$ cat config.mk
export PLATFORM = sky130hd
export DESIGN_NAME = proc_cmd_sched
export DESIGN_NICKNAME = d
export VERILOG_FILES = /design/src/rtl/proc_cmd_sched.sv
export SDC_FILE = /design/constraint.sdc
export NUM_CORES = 1
export LEC_CHECK = 0
export BUFFER_PORTS_ARGS = -buffer_cell sky130_fd_sc_hd__buf_2
export CORE_MARGIN = 3
export CORE_UTILIZATION = 53
export DETAILED_ROUTE_END_ITERATION = 6
export PLACE_DENSITY = 0.95
export SLEW_MARGIN = 0
export SYNTH_ARGS = -nofsm -noshare
export SYNTH_HDL_FRONTEND = slang
export SYNTH_SLANG_ARGS = --single-unit
export TNS_END_PERCENT = 100
$ cat constraint.sdc
create_clock -name Clk -period 4 [get_ports Clk]
set_input_delay 0.8 -clock Clk [delete_from_list [all_inputs] [get_ports Clk]]
set_output_delay 0.8 -clock Clk [all_outputs]
set_load 0.005 [all_outputs]
$ cat src/rtl/proc_cmd_sched.sv
// proc_cmd_sched: shares the bit-serial register/compute/router datapath between two requesters
//
// Purpose:
//   Arbitrates between requester 0 and requester 1. Sequences the datapath strobes
//   (Ld_A, Ld_B, Shift_En) and holds D/F_S/R_S stable for each command. Pulses a
//   per-requester done when a command completes.
//
// Configuration macro:
//   ARB_FIXED_PRIO_EN  defined   -> requester 0 always wins contention
//                      undefined -> round-robin; requester 0 wins first after reset
//
// Ports:
//   Clk, Reset_n               clock, asynchronous active-low reset
//   reqN_valid / reqN_ready    command handshake (ready is combinational, only in IDLE)
//   reqN_op                    00 LOADA, 01 LOADB, 10 EXEC, 11 NOP
//   reqN_data                  load value for LOADA/LOADB
//   reqN_f / reqN_r            function / routing select for EXEC
//   reqN_done                  one-cycle completion pulse to the owning requester
//   Ld_A, Ld_B, Shift_En       registered datapath strobes (mutually exclusive)
//   D, F_S, R_S                registered datapath data/selects, held between commands
//   busy                       high whenever the scheduler is not IDLE
//   owner                      requester owning the current or last command
module proc_cmd_sched #(
  parameter int WIDTH = 8,
  localparam int CNT_W = $clog2(WIDTH + 1)
) (
  input  logic             Clk,
  input  logic             Reset_n,
  input  logic             req0_valid,
  output logic             req0_ready,
  input  logic [1:0]       req0_op,
  input  logic [WIDTH-1:0] req0_data,
  input  logic [2:0]       req0_f,
  input  logic [1:0]       req0_r,
  output logic             req0_done,
  input  logic             req1_valid,
  output logic             req1_ready,
  input  logic [1:0]       req1_op,
  input  logic [WIDTH-1:0] req1_data,
  input  logic [2:0]       req1_f,
  input  logic [1:0]       req1_r,
  output logic             req1_done,
  output logic             Ld_A,
  output logic             Ld_B,
  output logic             Shift_En,
  output logic [WIDTH-1:0] D,
  output logic [2:0]       F_S,
  output logic [1:0]       R_S,
  output logic             busy,
  output logic             owner
);
  typedef enum logic [1:0] {IDLE, LOAD, SHIFT, DONE} state_t;
  localparam logic [1:0] OP_LOADA = 2'b00;
  localparam logic [1:0] OP_LOADB = 2'b01;
  localparam logic [1:0] OP_EXEC  = 2'b10;
  state_t           r_state, w_state_n;
  logic [CNT_W-1:0] r_cnt, w_cnt_n;
  logic             r_last;
  logic [1:0]       r_done, w_done_n;
  logic             w_lda_n, w_ldb_n, w_sh_n;
  logic [WIDTH-1:0] w_d_n;
  logic [2:0]       w_f_n;
  logic [1:0]       w_r_n;
  logic             w_idle, w_grant, w_acc;
  logic [1:0]       w_op;
  logic [WIDTH-1:0] w_data;
  logic [2:0]       w_f;
  logic [1:0]       w_r;
  assign w_idle = (r_state == IDLE);
  // w_grant is the index of the winning requester; it only matters when that requester is valid.
`ifdef ARB_FIXED_PRIO_EN
  assign w_grant = !req0_valid;
`else
  assign w_grant = (req0_valid && req1_valid) ? !r_last : req1_valid;
`endif
  assign req0_ready = w_idle && req0_valid && !w_grant;
  assign req1_ready = w_idle && req1_valid && w_grant;
  assign w_acc      = req0_ready || req1_ready;
  assign w_op       = w_grant ? req1_op   : req0_op;
  assign w_data     = w_grant ? req1_data : req0_data;
  assign w_f        = w_grant ? req1_f    : req0_f;
  assign w_r        = w_grant ? req1_r    : req0_r;
  assign req0_done  = r_done[0];
  assign req1_done  = r_done[1];
  // Strobes are computed one cycle ahead so that every datapath output comes straight from a flop.
  always_comb begin
    w_state_n = r_state;
    w_cnt_n   = r_cnt;
    w_lda_n   = 1'b0;
    w_ldb_n   = 1'b0;
    w_sh_n    = 1'b0;
    w_done_n  = 2'b00;
    w_d_n     = D;
    w_f_n     = F_S;
    w_r_n     = R_S;
    case (r_state)
      IDLE: begin
        if (w_acc) begin
          if (w_op == OP_LOADA || w_op == OP_LOADB) begin
            w_state_n = LOAD;
            w_lda_n   = (w_op == OP_LOADA);
            w_ldb_n   = (w_op == OP_LOADB);
            w_d_n     = w_data;
          end else if (w_op == OP_EXEC) begin
            w_state_n = SHIFT;
            w_cnt_n   = CNT_W'(WIDTH);
            w_sh_n    = 1'b1;
            w_f_n     = w_f;
            w_r_n     = w_r;
          end else begin
            w_state_n = DONE;
            w_done_n  = w_grant ? 2'b10 : 2'b01;
          end
        end
      end
      LOAD: begin
        w_state_n = DONE;
        w_done_n  = owner ? 2'b10 : 2'b01;
      end
      SHIFT: begin
        if (r_cnt == CNT_W'(1)) begin
          w_state_n = DONE;
          w_done_n  = owner ? 2'b10 : 2'b01;
        end else begin
          w_cnt_n = r_cnt - CNT_W'(1);
          w_sh_n  = 1'b1;
        end
      end
      default: w_state_n = IDLE;
    endcase
  end
  always_ff @(posedge Clk or negedge Reset_n) begin
    if (!Reset_n) begin
      r_state  <= IDLE;
      r_cnt    <= '0;
      r_last   <= 1'b1;
      r_done   <= 2'b00;
      Ld_A     <= 1'b0;
      Ld_B     <= 1'b0;
      Shift_En <= 1'b0;
      D        <= '0;
      F_S      <= '0;
      R_S      <= '0;
      busy     <= 1'b0;
      owner    <= 1'b0;
    end else begin
      r_state  <= w_state_n;
      r_cnt    <= w_cnt_n;
      r_done   <= w_done_n;
      Ld_A     <= w_lda_n;
      Ld_B     <= w_ldb_n;
      Shift_En <= w_sh_n;
      D        <= w_d_n;
      F_S      <= w_f_n;
      R_S      <= w_r_n;
      busy     <= (w_state_n != IDLE);
      if (w_acc) begin
        r_last <= w_grant;
        owner  <= w_grant;
      end
    end
  end
endmodule

==> flow_summary.json, run 1 <==
{
  "outcome": "completed",
  "vias": 1454,
  "synth_cell_types": 43,
  "path_buf_inv": 2,
  "dpl-instance-area_mm2": 0.00190,
  "core.rowCount": 19,
  "hp-class": "in -> async",
  "hold_viol": 0,
  "start_util_pct": 57.2,
  "reg2reg_from": "r_last$_DFFE_PN1N_",
  "max_cap_viol_count": 0,
  "grt_max_degree": 28,
  "grt_busiest_layer": "met2",
  "first_global_vias": 1346,
  "fin_crit_sh_pct": 64.8,
  "intPower_uw": 756,
  "p_switching_uw": 537,
  "grtUsageMet2_pct": 33.1,
  "design_area_mm2": 0.00192,
  "max_stage_delay_ps": 530,
  "postCtsSetupBuffers": 0,
  "critPathSlowestCell": "a21boi_4",
  "ys_ff_latch": 27,
  "max_slew.worst_pin.slew_ps": 654,
  "grtUsageTotal_pct": 21.4,
  "crit_top_cell": "buf_2",
  "viasPerCell": 5.89,
  "clock_latency_ps": 330,
  "p_leak_uw": 0.000961,
  "gp_congestion": 0.791,
  "core_mm2": 0.00283,
  "die_area_mm2": 0.00375,
  "post_cts_resized": 0,
  "area_growth_pct": 18.8,
  "p_clk_share_pct": 9.1,
  "drtAntennaViolNets": 0,
  "dieHeight_um": 61.3,
  "htreeDepth": 1,
  "ios": 56,
  "grt_util_met1_pct": 28.8,
  "reg2reg_slack_ps": 1960,
  "min_period_ps": 2590,
  "grt_pass1_wl_mm": 6.03,
  "sw_frac_of_total_pct": 41.6,
  "antenna_found_initial": 0,
  "setup_viol": 0,
  "clkTransAtPathRegs_ps": 140,
  "seq_power_share_pct": 38.5,
  "cts_buffers": 3,
  "cts_hold_buf": 0,
  "crit_required_ps": 3200,
  "critPathLaunchType": "input port",
  "skew_ps": 5.14,
  "r2r_cells": 4,
  "layout_common_cells": "buf_2, nand2_1, dfrtp_1",
  "drc": 0,
  "groute.layer.met3.usage_pct": 4.82,
  "clk_path_buf_depth": 2,
  "syn_area_per_cell_um2": 9.87,
  "hpwl_mm": 2.92,
  "ys.flop_type": "dfrtp_1",
  "cp-startpoint": "req1_valid",
  "io_buffers": 55,
  "path_depth": 4,
  "fin_tns_setup_ps": 0,
  "drt_wl_total_mm": 3.83,
  "synth_edf_count": 0,
  "crit_arrival_ps": 1790,
  "drt_iter0_drc": 36,
  "worst_setup_path_end_kind": "output port",
  "netlist_area_mm2": 0.00162,
  "clock_sinks": 27,
  "cts_root_buffer": "clkbuf_4",
  "path_cells": "buf_2 -> a21boi_4 -> nor3_1 -> buf_2",
  "p_per_area_mw_per_mm2": 672,
  "final_common_cell": "buf_2",
  "cts_tree": "built",
  "rsz0062_at_grt": "no",
  "fill_cells": 222,
  "ys_seq_area_share_pct": 41.8,
  "yosysWarningCount": 0,
  "drive_above_1_share_pct": 36.1,
  "synth_fp_nets": 204,
  "drt_first_pass_iters": 4,
  "vdd_ir_drop_max_v": 0.000464,
  "gr-total-overflow": 0,
  "n_antenna_cell": 0,
  "endpoint": "req0_ready",
  "die_w_um": 61.3,
  "slew_headroom_pct": 56.4,
  "syn_inst": 164,
  "p_comb_share_pct": 52.4,
  "max_freq_mhz": 386,
  "crit_type": "in -> out",
  "nNetsFinal": 257,
  "wl_per_cell_um": 15.5,
  "async_flop_share_pct": 100,
  "r2r-end": "F_S[1]$_DFFE_PN0P_",
  "slew_violations": 0,
  "cp_max_fo": 18,
  "cp_top_family": "compound AO/OA/AOI/OAI gates"
}
power by group through the flow:
stage | Clock [µW] | Sequential [µW] | Combinational, µW
finish | 117 | 498 | 678
global route | 129 | 517 | 757
detailed placement | 0 | 500 | 680
global placement | 0 | 500 | 651
floorplan | 0 | 496 | 468
CTS | 120 | 497 | 682
per-layer routing:
layer	routed length, µm	vias up	part of all wire, %
met4	63	0	1.6
met3	307	7	8.0
met5	0	-	0
li1	-	703	-
met1	1700	672	44
met2	1760	72	46
cells in the mapped netlist, types with 2 or more instances:
master | n | share of area, %
clkbuf_1 | 4 | 0.93
dfrtp_1 | 26 | 40
o221ai_2 | 2 | 1.9
a41oi_1 | 8 | 4.3
nor4b_1 | 2 | 1.1
a21oi_1 | 16 | 4.9
inv_1 | 9 | 2.1
a221o_1 | 2 | 1.2
o221ai_1 | 2 | 1.1
ha_1 | 6 | 4.6
nor2_1 | 8 | 1.9
nand4_1 | 2 | 0.77
nor3b_1 | 2 | 0.93
buf_2 | 2 | 0.62
mux2_4 | 6 | 5.6
nor3_1 | 5 | 1.5
nand2_1 | 36 | 8.3
stage by stage:
stage          hold WS [ps]  instances  power (µW)  util, %  setup slack, ps
6_report                450        247        1290     68.0             1410
5_1_grt                 480        247        1400     68.0             1330
4_1_cts                 467        247        1300     68.0             1420
3_5_place_dp            497        243        1180     67.1             1430
3_3_place_gp            493        243        1150     67.1             1490
2_1_floorplan           504        164         964        -             1580
sequential cells by signal, indices dropped and copies added, names as in the netlist:
| signal | count |
|---|---|
| D | 8 |
| r_cnt | 4 |
| F_S | 3 |
| R_S | 2 |
| r_done | 2 |
| r_state | 2 |
| Ld_A | 1 |
| Ld_B | 1 |
| Shift_En | 1 |
| busy | 1 |
| owner | 1 |
| r_last | 1 |
layout make-up:
type	count	area, µm²	share of cell area [%]
multi-input cells	120	865	45.0
flip-flops and latches	27	677	35.2
repair buffers	56	283	14.7
well taps	31	38.8	2.02
inverters	9	33.8	1.76
clock buffers	4	26.3	1.37
worst register-to-register path, stage by stage, from the launching register on:
cell and delay, ps:
dfstp_2 640, a21bo_1 560, o22ai_2 230, nand3_4 200, mux2_4 310
cells by family after synthesis:
kind of cell / Yosys count / synth area share, %
muxes: 7 / 6.96
DFF: 27 / 41.8
adders and majority gates: 6 / 4.64
buffers and inverters: 17 / 4.79
AOI/OAI and AO/OA: 46 / 23.6
and+or+nand+nor: 61 / 18.2
worst min path at each step:
stage	to	slack [ps]	depth (start not counted)
4_1_cts	Ld_A$_DFF_PN0_	470	1
6_report	Ld_A$_DFF_PN0_	450	1
2_1_floorplan	D[0]$_DFFE_PN0P_	500	0
5_1_grt	r_cnt[1]$_DFFE_PN0P_	480	1
3_3_place_gp	R_S[1]$_DFFE_PN0P_	490	1
3_5_place_dp	F_S[0]$_DFFE_PN0P_	500	1
Note: power is estimated with default switching activity, not from simulation.
==> inputs of run 2 (changes only) <==
--- a/config.mk
+++ b/config.mk
@@ -7,9 +7,9 @@
 export LEC_CHECK = 0
 export BUFFER_PORTS_ARGS = -buffer_cell sky130_fd_sc_hd__buf_2
 export CORE_MARGIN = 3
-export CORE_UTILIZATION = 53
+export CORE_UTILIZATION = 50
 export DETAILED_ROUTE_END_ITERATION = 6
-export PLACE_DENSITY = 0.95
+export PLACE_DENSITY = 0.91
 export SLEW_MARGIN = 0
 export SYNTH_ARGS = -nofsm -noshare
 export SYNTH_HDL_FRONTEND = slang
==> constraint.sdc (replaced) <==
create_clock -name Clk -period 2.6 [get_ports Clk]
set_input_delay 0.52 -clock Clk [delete_from_list [all_inputs] [get_ports Clk]]
set_output_delay 0.52 -clock Clk [all_outputs]
set_load 0.005 [all_outputs]
==> flow_summary.json, run 2 (synthesized netlist as in run 1, its figures left out) <==
{
  "outcome": "completed",
  "postCtsSetupBuffers": 0,
  "layout_common_cells": "buf_2, nand2_1, dfrtp_1",
  "cts_buffers": 3,
  "viasPerCell": 5.45,
  "largest_register_ffs": 8,
  "area_growth_pct": 20.9,
  "clock_sinks": 27,
  "gr-total-overflow": 0,
  "die_area_mm2": 0.00396,
  "fin_crit_sh_pct": 91.2,
  "max_freq_mhz": 422,
  "multiInputGateArea_um2": 867,
  "place_inst": 258,
  "drt_first_pass_iters": 4,
  "drive_above_1_share_pct": 37.2,
  "crit_top_cell": "inv_1",
  "grt_pass1_wl_mm": 6.61,
  "p_leak_uw": 0.000969,
  "max_stage_delay_ps": 460,
  "hp-class": "in -> async",
  "drt_iter0_drc": 106,
  "clk_path_buf_depth": 2,
  "clock_latency_ps": 320,
  "nNetsFinal": 259,
  "p_per_area_mw_per_mm2": 1030,
  "final_common_cell": "buf_2",
  "dieHeight_um": 62.9,
  "fill_cells": 270,
  "cp_top_family": "buffers and inverters",
  "core_mm2": 0.00308,
  "min_period_ps": 2370,
  "cp_max_fo": 8,
  "grtUsageTotal_pct": 20.7,
  "max_cap_viol_count": 0,
  "antenna_found_initial": 0,
  "skew_ps": 5.12,
  "regArea_um2": 677,
  "vdd_ir_drop_max_v": 0.000670,
  "top_regs": "D: 8 flops, r_cnt: 4 flops, F_S: 3 flops",
  "setup_viol": 0,
  "post_cts_resized": 0,
  "die_w_um": 62.9,
  "hold_slack_ps": 181,
  "ios": 56,
  "max_slew.worst_pin.slew_ps": 640,
  "crit_arrival_ps": 1850,
  "critPathSlowestCell": "dfrtp_1",
  "path_buf_inv": 3,
  "slew_headroom_pct": 57.3,
  "grt_max_degree": 28,
  "drt_wl_total_mm": 3.87,
  "critPathLaunchType": "flop",
  "wl_per_cell_um": 14.8,
  "hold_viol": 0,
  "gp_congestion": 0.936,
  "clkTransAtPathRegs_ps": 140,
  "drtAntennaViolNets": 0,
  "drc": 0,
  "first_global_vias": 1408,
  "rsz0062_at_grt": "no",
  "finalPower_uw": 2020,
  "worst_setup_path_end_kind": "output port",
  "cts_hold_buf": 0,
  "setup_ws_ps": 228,
  "hpwl_mm": 2.93,
  "crit_type": "reg -> out",
  "io_buffers": 55,
  "n_antenna_cell": 0,
  "dp_slack_ps": 474,
  "htreeDepth": 1,
  "slew_violations": 0,
  "fin_cells": 262,
  "path_cells": "inv_1 -> ha_2 -> inv_1 -> nor3_1 -> buf_2",
  "cts_tree": "built",
  "regMostFlops": "D",
  "vias": 1427,
  "core.rowCount": 20,
  "start_util_pct": 52.6,
  "crit_required_ps": 2080,
  "cts_root_buffer": "clkbuf_4",
  "fin_tns_setup_ps": 0
}
[run 2: cell types whose count changed in the layout (fill, tap and decap cells not counted), sizes merged]
cell	before	now
buf	56	58
[run 2: cell type report]
type | instances | area share [%]
Tap cell | 44 | 2.81
Multi-Input combinational cell | 120 | 44.3
Inverter | 9 | 1.73
Sequential cell | 27 | 34.6
Clock buffer | 4 | 1.34
Timing Repair Buffer | 58 | 15.2
[run 2: metal layers]
metal  up-vias  routed length [µm]  GRT usage (%)
met5         -                   0              0
met4         0                  49           6.34
met3         6                 213           2.70
met2        53                1780           33.6
met1       662                1830           28.4
li1        706                   -              -
[run 2: metrics by stage]
stage | util (%) | area, µm²
after detailed placement | 62.6 | 1930
after CTS | 63.5 | 1950
after global routing | 63.6 | 1960
after floorplan | - | 1620
final | 63.6 | 1960
after global placement | 62.6 | 1930
[run 2: path summary, 6_finish.rpt]
path / start / to / slack, ps / depth (start not counted)
max in group asynchronous: Reset_n / r_cnt[0]$_DFFE_PN0P_ / 2040 / 1
min in group Clk: req1_data[3] / D[3]$_DFFE_PN0P_ / 460 / 3
hold / removal: Reset_n / r_cnt[1]$_DFFE_PN0P_ / 180 / 1
setup / recovery: r_state[0]$_DFF_PN0_ / req0_ready / 230 / 5
hold reg to reg: F_S[2]$_DFFE_PN0P_ / F_S[2]$_DFFE_PN0P_ / 530 / 1
setup reg to reg: r_state[0]$_DFF_PN0_ / r_cnt[3]$_DFFE_PN0P_ / 680 / 6
[run 2: report_power, final]
part	leakage [µW]	switching, µW	internal (µW)	total, µW
Sequential	0.000324	144	622	765
Clock	0.0000150	118	60.1	178
Combinational	0.000630	577	497	1070
[run 2: worst register-to-register path, cell delays in order, from the launching register on]
cell and delay, ps:
dfrtp_1 460, inv_1 110, ha_1 320, nor4b_1 380, nor3b_1 310, o211ai_1 180
o221ai_2 100
